[src/rtl/multi_fl_pkg.sv]
// rtl/multi_fl_pkg.sv - shared widths, counter limits and FSM state type for multi_fl
package multi_fl_pkg;

    localparam int MUL_W  = 32;
    localparam int PROD_W = 64;
    localparam int CNT_W  = 6;

    // Count value seen during the 32nd (last possible) iteration
    localparam logic [CNT_W-1:0] CNT_LAST = CNT_W'(MUL_W - 1);

    typedef enum logic {
        ST_IDLE = 1'b0,
        ST_BUSY = 1'b1
    } state_e;

endpackage

[src/rtl/mul_abs32.sv]
// rtl/mul_abs32.sv - 32-bit two's-complement magnitude with unsigned result
module mul_abs32
    import multi_fl_pkg::*;
(
    input  logic [MUL_W-1:0] val,
    output logic [MUL_W-1:0] mag
);

    // 0x80000000 negates to itself, which read unsigned is exactly 2^31
    always_comb begin
        mag = val[MUL_W-1] ? (~val + 1'b1) : val;
    end

endmodule

[src/rtl/multi_fl.sv]
// rtl/multi_fl.sv - sequential signed 32x32->64 shift-add multiplier, optional early termination
module multi_fl
    import multi_fl_pkg::*;
#(
    parameter int EARLY_TERM = 0
) (
    input  logic              clock,
    input  logic              reset,
    input  logic [MUL_W-1:0]  mlier,
    input  logic [MUL_W-1:0]  mcand,
    output logic [PROD_W-1:0] prodt,
    input  logic              start,
    output logic              valid
);

    state_e              state_q, state_d;
    logic                start_q, start_d;
    logic [MUL_W-1:0]    mlier_q, mlier_d;
    logic [PROD_W-1:0]   mcand_q, mcand_d;
    logic [PROD_W-1:0]   acc_q, acc_d;
    logic [CNT_W-1:0]    cnt_q, cnt_d;
    logic                neg_q, neg_d;
    logic [PROD_W-1:0]   prodt_q, prodt_d;
    logic                valid_q, valid_d;

    logic [MUL_W-1:0]    mlier_mag;
    logic [MUL_W-1:0]    mcand_mag;
    logic                capture;
    logic                last_iter;
    logic [MUL_W-1:0]    mlier_shr;
    logic [PROD_W-1:0]   acc_sum;

    mul_abs32 u_abs_mlier (.val(mlier), .mag(mlier_mag));
    mul_abs32 u_abs_mcand (.val(mcand), .mag(mcand_mag));

    // Iteration arithmetic and the finish decision for the current BUSY cycle
    always_comb begin
        capture   = (state_q == ST_IDLE) && start && !start_q;
        mlier_shr = mlier_q >> 1;
        acc_sum   = acc_q + (mlier_q[0] ? mcand_q : '0);
        last_iter = (cnt_q == CNT_LAST) || ((EARLY_TERM != 0) && (mlier_shr == '0));
    end

    // State register plus all datapath flops; reset aborts any operation in flight
    always_ff @(posedge clock or negedge reset) begin
        if (!reset) begin
            state_q <= ST_IDLE;
            start_q <= 1'b0;
            mlier_q <= '0;
            mcand_q <= '0;
            acc_q   <= '0;
            cnt_q   <= '0;
            neg_q   <= 1'b0;
            prodt_q <= '0;
            valid_q <= 1'b0;
        end else begin
            state_q <= state_d;
            start_q <= start_d;
            mlier_q <= mlier_d;
            mcand_q <= mcand_d;
            acc_q   <= acc_d;
            cnt_q   <= cnt_d;
            neg_q   <= neg_d;
            prodt_q <= prodt_d;
            valid_q <= valid_d;
        end
    end

    // Next state: a start rising edge launches, the final iteration returns to IDLE
    always_comb begin
        state_d = state_q;
        case (state_q)
            ST_IDLE: if (capture)   state_d = ST_BUSY;
            ST_BUSY: if (last_iter) state_d = ST_IDLE;
            default:                state_d = ST_IDLE;
        endcase
    end

    // Datapath updates: latch magnitudes on capture, shift-add while busy, sign-fix on the last step
    always_comb begin
        start_d = start;
        mlier_d = mlier_q;
        mcand_d = mcand_q;
        acc_d   = acc_q;
        cnt_d   = cnt_q;
        neg_d   = neg_q;
        prodt_d = prodt_q;
        valid_d = 1'b0;
        if (capture) begin
            mlier_d = mlier_mag;
            mcand_d = {{(PROD_W-MUL_W){1'b0}}, mcand_mag};
            acc_d   = '0;
            cnt_d   = '0;
            neg_d   = mlier[MUL_W-1] ^ mcand[MUL_W-1];
        end else if (state_q == ST_BUSY) begin
            mlier_d = mlier_shr;
            mcand_d = mcand_q << 1;
            acc_d   = acc_sum;
            cnt_d   = cnt_q + 1'b1;
            if (last_iter) begin
                // Negating a zero accumulator yields zero, so no negative zero can appear
                prodt_d = neg_q ? (~acc_sum + 1'b1) : acc_sum;
                valid_d = 1'b1;
            end
        end
    end

    assign prodt = prodt_q;
    assign valid = valid_q;

endmodule

[config.mk]
export PLATFORM = sky130hd
export DESIGN_NAME = multi_fl
export DESIGN_NICKNAME = d
export VERILOG_FILES = /design/src/rtl/multi_fl_pkg.sv /design/src/rtl/mul_abs32.sv /design/src/rtl/multi_fl.sv
export SDC_FILE = /design/constraint.sdc
export NUM_CORES = 1
export LEC_CHECK = 0
export CAP_MARGIN = 10
export CORE_MARGIN = 2
export CORE_UTILIZATION = 60
export CTS_CLUSTER_DIAMETER = 50
export DETAILED_ROUTE_END_ITERATION = 16
export PLACE_DENSITY = 0.93
export SKIP_CTS_REPAIR_TIMING = 1
export SLEW_MARGIN = 20
export SYNTH_ARGS = -nofsm -noshare
export SYNTH_HDL_FRONTEND = slang
export SYNTH_SLANG_ARGS = --single-unit
[constraint.sdc]
create_clock -name clock -period 6.06 [get_ports clock]
set_input_delay 0.909 -clock clock [delete_from_list [all_inputs] [get_ports clock]]
set_output_delay 0.909 -clock clock [all_outputs]
set_load 0.02 [all_outputs]
### Word-level counts from Yosys, hierarchy flattened

Cells that the tools add are included.

| storage, ports and cells | value |
|---|---|
| flip-flop bits (word level) | 234 |
| input port bits | 67 |
| output and inout port bits | 65 |
| logic and storage cells | 44 |

| operators by class | value |
|---|---|
| add/subtract/negate cells | 5 |
| equality and inequality tests | 1 |
| mux-type cells | 18 |
| bitwise operators | 6 |
| reductions and logical operators | 5 |

Operators by type and width:

| kind | number |
|---|---|
| 2-to-1 mux 64 bit | 6 |
| 2-to-1 mux 32 bit | 4 |
| adder 32 x 1 -> 32 bit, second input constant | 2 |
| adder 64 x 1 -> 64 bit, second input constant | 1 |
| adder 64 bit | 1 |
| inverter 32 bit | 2 |
| inverter 64 bit | 1 |
| 2-to-1 mux 6 bit | 2 |
| adder 6 x 1 -> 6 bit, second input constant | 1 |
| == test 6 x 5 -> 1 bit, second input constant | 1 |
| 2-to-1 mux 1 bit | 5 |
| AND reduction 3 bit | 1 |
| logical AND 1 bit | 2 |
| inverter 1 bit | 2 |
| one-hot mux 1 bit (2 select lines) | 1 |
| nonzero test 2 bit | 1 |
| zero test 1 bit | 1 |
| bitwise XOR 1 bit | 1 |

### Logic depth before layout (Yosys ltp)

Gate-level depths: netlist (run 1).

| logic depth | value |
|---|---|
| depth in word-level cells | 5 |
| gate-level depth with buffers | 18 |
| gate-level depth less buffers | 16 |

### Modules after synthesis

A second synthesis (run 1) with hierarchy kept.

| unflattened totals | value |
|---|---|
| cells, all modules | 2179 |
| area total of the unflattened synthesis | 17772.0 µm² |

By module, submodules not included:

| module | instances | cells each | area an instance (µm²) | sequential area each (µm²) |
|---|---|---|---|---|
| multi_fl | 1 | 1975 | 16218.1 | 5855.6 |
| mul_abs32 | 2 | 102 | 777.0 | 0.0 |

### Least setup slack after synthesis (run 1)

Ideal clock, no wire load.

| timing path | value |
|---|---|
| path kind | reg-to-reg |
| start | register mlier_q[0] |
| end | register prodt_q[62] (netlist: prodt[62]) |
| setup time | 0.132 ns |
| arrival time | 4.562 ns |
| required time | 5.928 ns |
| setup slack | 1.367 ns |
| stages on the path, launching flop included | 19 |
| path buffers | 2 |
| clock period less this slack | 4.693 ns |
| cells stage by stage | dfrtp_1 clkbuf_1 clkbuf_1 and2_1 ha_1 inv_1 fa_1 nand2b_1 a21oi_1 xor2_1 o32a_1 or4_1 nor4_1 and4b_1 nand4b_4 or3_4 o41ai_2 xnor2_1 o21ai_1 |

| on the way | value |
|---|---|
| longest elaborated chain between the ends | 5 |

Ends and longest elaborated chain:

| element | line | text |
|---|---|---|
| start, declared | multi_fl.sv:18 | `logic [MUL_W-1:0] mlier_q, mlier_d;` |
| start signal, assigned | multi_fl.sv:59 | `mlier_q <= mlier_d;` |
| 2-to-1 mux 64 bit * | multi_fl.sv:40 | `acc_sum = acc_q + (mlier_q[0] ? mcand_q : '0);` |
| adder 64 bit * | multi_fl.sv:40 |  |
| inverter 64 bit | multi_fl.sv:102 | `prodt_d = neg_q ? (~acc_sum + 1'b1) : acc_sum;` |
| adder 64 x 1 -> 64 bit | multi_fl.sv:102 |  |
| 2-to-1 mux 64 bit * | multi_fl.sv:102 |  |
| end signal, assigned | multi_fl.sv:64 | `prodt_q <= prodt_d;` |
| end, declared | multi_fl.sv:23 | `logic [PROD_W-1:0] prodt_q, prodt_d;` |

Mark *: on every way between the ends. The rest lies on a longest branch, timed or not.
A chain may end at the register's enable or synchronous reset.

### Final worst setup path (run 1)

| timing path | value |
|---|---|
| start | register mlier_q[0] |
| end | register prodt_q[63] (netlist: prodt[63]) |

The elaborated chain is that of the path after synthesis.

==> run metrics, run 1 <==
Setup TNS=0 ns; Yosys warnings=0; TritonCTS clock tree=yes; syn avg cell area=7.808 um^2; post-synthesis register bit count=234; total number of vias=16710; global-route wire length before repair=82.21 mm; post-synthesis sequential area ratio=0.3378; final hold vios=0; RSZ-0062 raised after global routing=no; number of antenna violations at the first check in global routing=0; vias in the first global route=15610; share of layout cells above drive strength 1=0.05422; clk sinks=234; worst path cell trace=and2_1 -> ha_1 -> inv_1 -> fa_1 -> nor2b_1 -> o2111ai_1 -> a211oi_1 -> o2111a_1 -> nor4_1 -> a211o_1 -> xnor2_1 -> nor4_1 -> nand4_2 -> o41ai_2 -> xnor2_1 -> o21ai_1; Synth Instances=2220; die width=174.0 um; status=completed; ANT cells=0; Reg clk slew, reported paths=0.06 ns; # IOs=132; Worst R2R End=prodt[63]; gr usage total=0.3347; drt first pass iters=6; Design Power=8.121 mW; CTS Root Cell=clkbuf_16; Tcrit/Tclk final=0.8876; core area=28550 um^2; Post-DP HPWL=38.78 mm; Die Area=30270 um^2; area of the multi-input gates=10800 um^2; Setup CP Type=reg -> reg; Worst R2R Start=mlier_q[0]; drt wl/cell=19.25 um; CP Data Required Time=6.47 ns; fin. max-slew vios=0; Final Instance Area=19740 um^2; number of flops mapped to enable cells by yosys=0; largest net degree at the start of global routing=129; IO Port Bufs=131; DR vias/cell=6.256; CP Max Fanout=22; slowest CP cell=a211oi_1; Post-DP Area=18750 um^2; Final GP Congestion=1.029; Slew HR=0.2470; Worst Setup End Kind=flip-flop; remaining antenna violation count=0; initial core utilization=0.6072; Final setup viols=0; Critical Path AT=5.79 ns; Routed Wire Length=51.42 mm; clk buf depth=3; worst min-delay path class=in -> async; # rows=62; number of fillers in the final layout=2292; Reg2Reg Depth=16; Crit path largest cell delay=0.83 ns; Max-Cap Viols=0; Syn Nets=2355; ys async rst share=1.000; die height=174.0 um; Area Overhead vs Synth=13.88%; worst-margin pin slew=1.128 ns; detailed-route DRC error count=0; register area=5861 um^2; static leakage=8.399 nW; global route total overflow=0; Reg2Reg Setup Slack=0.68 ns; synth unique cells=92; VDD IR max=0.2219 mV; clock network latency to the later pin of the worst-skew pair=0.57 ns; Synth Flop Type=dfrtp_1; Pwr per Cell Area=411.4 nW/um^2; fmax=0.1859 GHz; Critical Path Source Type=flip-flop; Post-Syn Area=17330 um^2; nets=2403; post-layout min period=5.379 ns; initial DRC count=1817; Num CTS Buffers=30; H-tree levels=1; Setup Skew=0.02136 ns
==> state kept, by name, summed over array words and instances (netlist names) <==
signal,cells
valid,1
acc_q,64
cnt_q,6
state_q,1
start_q,1
mcand_q,64
mlier_q,32
prodt,64
neg_q,1
==> power breakdown <==
part	internal, mW	switching, mW	total (mW)
Clock	1.04	0.724	1.77
Combinational	1.41	2.34	3.75
Sequential	2.11	0.490	2.60
Total	4.56	3.56	8.12
==> through the flow <==
stage / hold WS [ns] / worst slack, ns / util / cells
after global routing: 0.5201 / 0.4087 / 0.6915 / 2671
after global placement: 0.4528 / 1.001 / 0.6567 / 2620
after floorplan: 0.4502 / 1.367 / - / 2220
after detailed placement: 0.4697 / 0.7889 / 0.6567 / 2620
after CTS: 0.4828 / 0.7699 / 0.6914 / 2671
final: 0.4090 / 0.6810 / 0.6915 / 2671
==> worst max-delay path: cells and delay by family (launching register included) <==
family,cells,cell delay (ns)
adders and majority gates,2,0.60
AOI/OAI and AO/OA,6,2.20
buffers and inverters,1,0.06
DFF,1,0.64
and+or+nand+nor,5,1.36
xor gates and xnor gates,2,0.38
==> cells by family after synthesis <==
group                      Yosys count  share of synthesized area
AOI/OAI and AO/OA                  689                     0.2457
xor gates and xnor gates           157                    0.07933
adders and majority gates           68                    0.04952
buffers and inverters              168                    0.03984
DFF                                234                     0.3378
muxes                               14                   0.008301
and+or+nand+nor                    890                     0.2395
==> synth_stat cells, types with 8 or more instances <==
cell type,n,area share
o31ai_1,45,0.019
clkbuf_1,105,0.023
nor3_1,33,0.0095
a31oi_1,9,0.0032
o41ai_1,11,0.0056
and2_1,72,0.026
xor2_1,114,0.058
a211oi_1,16,0.0069
dfrtp_1,234,0.34
and4_1,8,0.0040
nand2_1,431,0.093
buf_1,13,0.0028
nor4_1,20,0.0072
a22o_1,9,0.0045
xnor2_1,43,0.022
nand3_1,27,0.0078
inv_1,29,0.0063
o22ai_1,19,0.0069
o21bai_1,9,0.0039
ha_1,67,0.048
or4_1,9,0.0039
nand4_1,36,0.013
mux2i_1,11,0.0064
o21ai_0,281,0.081
o21ai_1,21,0.0061
buf_2,13,0.0038
a21oi_1,152,0.044
or3_1,29,0.010
nor2_1,162,0.035
a21o_1,23,0.010
o211ai_1,14,0.0061
nand2b_1,11,0.0040
==> how the worst max path moves through the flow <==
stage                           from         to  slack, ns
after floorplan           mlier_q[0]  prodt[62]       1.37
after global placement    mlier_q[0]  prodt[60]       1.00
after detailed placement  mlier_q[0]  prodt[63]       0.79
after CTS                 mlier_q[0]  prodt[63]       0.77
after global routing      mlier_q[0]  prodt[55]       0.41
final                     mlier_q[0]  prodt[63]       0.68
==> layout make-up <==
class / instances / share of cell area
repair buffers: 155 / 0.07600
inverters: 29 / 0.005514
multi-input cells: 1818 / 0.5472
clock inverters: 15 / 0.009381
flip-flops and latches: 234 / 0.2969
well taps: 384 / 0.02434
clock buffers: 36 / 0.04069
==> per-layer routing <==
layer  wire length (um)  global-route usage
met1              23220              0.4893
met2              21630              0.4988
met3               5911             0.09777
met4                660             0.06092
met5                  0                   0
==> cell usage in the layout, fill, tap and decap left out, types with 36 or more instances in the layout <==
cell             count
nand2_1            431
o21ai_0            281
dfrtp_1            232
nor2_1             161
a21oi_1            152
clkdlybuf4s50_1    130
xor2_1             114
and2_1              72
ha_1                67
o31ai_1             45
xnor2_1             43
nand4_1             36
No activity file was read; power rests on OpenSTA's default activity.
==> run 2: changes to the inputs <==
--- a/config.mk
+++ b/config.mk
@@ -6,7 +6,6 @@
 export NUM_CORES = 1
 export LEC_CHECK = 0
 export CAP_MARGIN = 10
-export CORE_MARGIN = 2
 export CORE_UTILIZATION = 60
 export CTS_CLUSTER_DIAMETER = 50
 export DETAILED_ROUTE_END_ITERATION = 16
==> run 2 against run 1 <==
Register-to-register slack got worse by 0.47 ns. Core utilization is 1.5 points higher. Total power grew 2.1%. Hold slack worse by 0.072 ns. Largest cell class unchanged. Largest power group unchanged.
==> run metrics, run 2 (synthesis gave the netlist of run 1 again) <==
Post-DP HPWL=41.30 mm; Final Instance Area=19840 um^2; worst min-delay path class=in -> async; global-route wire length before repair=87.20 mm; Critical Path Source Type=flip-flop; H-tree levels=1; Sw Share=0.4462; Int Pwr=4.590 mW; status=completed; Net Sw Power=3.699 mW; Num CTS Buffers=31; Critical path buffers and inverters=1; Critical Path AT=6.28 ns; number of antenna violations at the first check in global routing=0; slowest CP cell=dfrtp_1; fin. max-slew vios=0; Worst Setup End Kind=flip-flop; final hold vios=0; clock network latency to the later pin of the worst-skew pair=0.57 ns; CP Max Fanout=45; Slew HR=0.2574; DR vias/cell=6.449; largest net degree at the start of global routing=129; # IOs=132; Post-DP Area=18750 um^2; Setup CP Type=reg -> reg; clk buf depth=3; ANT cells=0; initial core utilization=0.6172; Final GP Congestion=1.001; static leakage=8.448 nW; drt first pass iters=5; Setup Skew=0.02630 ns; post-layout min period=5.849 ns; global route total overflow=0; Routed Wire Length=55.86 mm; Hold Slack=0.3367 ns; Clk pwr share=0.224; RSZ-0062 raised after global routing=no; initial DRC count=1902; gr usage total=0.3793; die height=172.0 um; fmax=0.1710 GHz; worst path cell trace=buf_4 -> and2_1 -> ha_1 -> a21o_1 -> o21bai_1 -> a21oi_1 -> o21ai_0 -> or3_1 -> a41oi_1 -> xnor2_1 -> nor4_1 -> nand4b_1 -> o41ai_1 -> xnor2_1 -> o21ai_1; CP Data Required Time=6.49 ns; Final Core Density=0.7065; Area Overhead vs Synth=14.47%; Die Area=29570 um^2; commonest non-fill, non-tap cell in the layout=nand2_1; Crit path largest cell delay=0.67 ns; Critical Path Most Common Cell=xnor2_1; vias in the first global route=15970; share of layout cells above drive strength 1=0.05667; sequential power share=0.316; Max-Cap Viols=0; total number of vias=17230; drt wl/cell=20.91 um; Pwr per Cell Area=417.7 nW/um^2; VDD IR max=0.2891 mV; worst-margin pin slew=1.114 ns; commonest cells after routing, fill and taps aside=nand2_1, o21ai_0, dfrtp_1, nor2_1, a21oi_1; core area=28090 um^2; IO Port Bufs=131; detailed-route DRC error count=0; number of fillers in the final layout=2117; Logic pwr share=0.460; # rows=61; clk sinks=234; nets=2405; Setup TNS=0 ns; TritonCTS clock tree=yes; Crit path max-delay family=compound AO/OA/AOI/OAI gates; Tcrit/Tclk final=0.9653; Final setup viols=0; remaining antenna violation count=0; CTS Root Cell=clkbuf_16; die width=172.0 um; Reg clk slew, reported paths=0.07 ns
==> run 2: final cells by class <==
| type | instances | area (um^2) | share of cell area |
|---|---|---|---|
| flip-flops and latches | 234 | 5861 | 0.2954 |
| repair buffers | 156 | 1536 | 0.07743 |
| clock buffers | 38 | 822.0 | 0.04143 |
| well taps | 378 | 473.0 | 0.02384 |
| clock inverters | 19 | 234.0 | 0.01179 |
| multi-input cells | 1818 | 10810 | 0.5447 |
| inverters | 29 | 108.9 | 0.005486 |
==> run 2: per-layer routing <==
layer | vias up | wire length, um | share of wire | track usage
met1 | 8286 | 25490 | 0.46 | 0.5614
met2 | 864 | 23450 | 0.42 | 0.5607
li1 | 7985 | - | - | -
met3 | 97 | 5772 | 0.10 | 0.08011
met4 | 0 | 1149 | 0.021 | 0.09311
met5 | - | 0 | 0 | 0
==> run 2: power by group through the flow <==
stage,sequential [mW],combinational (mW),clock [mW]
global placement,2.57,3.53,0
detailed placement,2.61,3.67,0
finish,2.62,3.82,1.86
global route,2.68,4.16,1.93
CTS,2.60,3.73,1.87
floorplan,2.58,2.43,0
==> run 2: worst paths after layout <==
kind                            slack (ns)        from           to  cells after the start
worst min-delay path                  0.34       reset  mlier_q[26]                      1
worst min register to register        0.48   prodt[47]    prodt[47]                      2
worst max-delay path                  0.21  mlier_q[0]    prodt[60]                     15
max in group asynchronous             4.28       reset    acc_q[62]                      2
worst max register to register        0.21  mlier_q[0]    prodt[60]                     15
min in group clock                    0.48   prodt[47]    prodt[47]                      2
==> run 2: metrics by stage <==
stage	power [mW]	instances	setup slack [ns]
2_1_floorplan	5.008	2220	1.367
3_3_place_gp	6.100	2614	0.5130
3_5_place_dp	6.274	2614	0.3500
4_1_cts	8.192	2671	0.2230
5_1_grt	8.764	2672	0.02082
6_report	8.288	2672	0.2105
==> run 3: changes to the inputs <==
--- a/config.mk
+++ b/config.mk
@@ -10,6 +10,7 @@
 export CTS_CLUSTER_DIAMETER = 50
 export DETAILED_ROUTE_END_ITERATION = 16
 export PLACE_DENSITY = 0.93
+export SETUP_SLACK_MARGIN = 0.5
 export SKIP_CTS_REPAIR_TIMING = 1
 export SLEW_MARGIN = 20
 export SYNTH_ARGS = -nofsm -noshare
==> run 3 against run 2 <==
Sequential share of layout area barely moved. Critical path depth did not move. Global-route usage did not move. Wire length fell by 0.10%. Sequential cell count did not move. First-iteration DRC count fell by 5.5%. Hold slack improved by 0.012 ns. Non-clock buffer count did not move. Clock power barely moved. Sequential power barely moved. Via count barely moved. Total power rose by 0.21%. Critical endpoint unchanged. Largest cell class unchanged.
==> run metrics, run 3 (synthesis gave the netlist of run 1 again) <==
TritonCTS clock tree=yes; # IOs=132; Critical Path AT=5.77 ns; # rows=61; Final GP Congestion=1.001; non-filler cells, final=2672; core area=28090 um^2; global route total overflow=0; Post-DP HPWL=41.30 mm; Worst Setup End Kind=flip-flop; Routed Wire Length=55.80 mm; number of fillers in the final layout=2111; DR vias/cell=6.444; commonest cells after routing, fill and taps aside=nand2_1, o21ai_0, dfrtp_1, nor2_1, a21oi_1; Setup Skew=0.02390 ns; CP Data Required Time=6.50 ns; Final setup viols=0; Die Area=29570 um^2; Crit path max-delay family=compound AO/OA/AOI/OAI gates; fin. max-slew vios=0; remaining antenna violation count=0; RSZ-0062 raised after global routing=no; global-route wire length before repair=87.20 mm; crit path from=mlier_q[0]; Pwr per Cell Area=418.1 nW/um^2; nets=2405; Worst R2R Start=mlier_q[0]; worst-margin pin slew=1.118 ns; largest net degree at the start of global routing=129; post-layout min period=5.333 ns; number of antenna violations at the first check in global routing=0; share of layout cells above drive strength 1=0.05798; clock network latency to the later pin of the worst-skew pair=0.57 ns; CP Max Fanout=45; Max-Cap Viols=0; ANT cells=0; drt first pass iters=7; Area Overhead vs Synth=14.61%; fmax=0.1875 GHz; Critical path buffers and inverters=1; initial DRC count=1797; worst path cell trace=buf_4 -> and2_1 -> ha_1 -> a21o_1 -> o21bai_1 -> a21oi_1 -> o21ai_0 -> or3_1 -> a41oi_2 -> xnor2_1 -> nor4_2 -> nand4b_1 -> o41ai_1 -> xnor2_1 -> o21ai_1; commonest non-fill, non-tap cell in the layout=nand2_1; Critical Path Source Type=flip-flop; Reg clk slew, reported paths=0.07 ns; static leakage=8.449 nW; Reg2Reg Setup Slack=0.73 ns; Final Core Density=0.7073; clk buf depth=3; Setup TNS=0 ns; Slew HR=0.2547; gr usage total=0.3793; final hold vios=0; drt wl/cell=20.88 um; IO Port Bufs=131; H-tree levels=1; die width=172.0 um; slowest CP cell=or3_1; Crit path largest cell delay=0.55 ns; CTS Root Cell=clkbuf_16; Num CTS Buffers=31; Tcrit/Tclk final=0.8800; total number of vias=17220; Setup CP Type=reg -> reg; VDD IR max=0.2888 mV; clk sinks=234; initial core utilization=0.6172; status=completed; vias in the first global route=15970; worst min-delay path class=in -> async; Critical Path Most Common Cell=xnor2_1; detailed-route DRC error count=0; die height=172.0 um; DP Cell Count=2614
==> run 3: cell counts in the layout (fill, tap and decap cells not counted) <==
Identical to the previous run, type by type.
==> run 3: per-stage QoR <==
stage	area, um^2	power, mW	hold slack, ns	worst slack [ns]
floorplan	17330	5.008	0.4502	1.367
global placement	18750	6.100	0.4574	0.5130
detailed placement	18750	6.274	0.4650	0.3500
CTS	19810	8.192	0.4266	0.2230
global route	19870	8.774	0.4455	0.5434
finish	19870	8.305	0.3490	0.7273
==> run 3: power breakdown <==
part | switching, mW | leakage, nW | internal, mW
sequential | 0.504 | 3.07 | 2.11
clock | 0.782 | 0.516 | 1.08
combinational | 2.42 | 4.86 | 1.40
==> run 3: path summary, 6_finish.rpt <==
path                            cells after the start          to
worst min register to register                      2   prodt[47]
min in group clock                                  2   prodt[47]
worst min-delay path                                1  mcand_q[2]
max in group asynchronous                           2   acc_q[50]
worst max-delay path                               15   prodt[60]
worst max register to register                     15   prodt[60]
==> run 3: per-layer routing <==
| metal | up-vias | track usage | routed length [um] |
|---|---|---|---|
| met4 | 0 | 0.09311 | 1162 |
| li1 | 7988 | - | - |
| met1 | 8269 | 0.5614 | 25280 |
| met5 | - | 0 | 0 |
| met2 | 856 | 0.5607 | 23420 |
| met3 | 105 | 0.08011 | 5942 |
==> run 3: final cells by class <==
class	count	area (um^2)	share of cell area
Multi-Input combinational cell	1818	10830	0.5452
Sequential cell	234	5862	0.2951
Timing Repair Buffer	156	1536	0.07734
Clock buffer	38	822.0	0.04138
Tap cell	378	473.0	0.02381
Clock inverter	19	234.0	0.01178
Inverter	29	108.9	0.005479
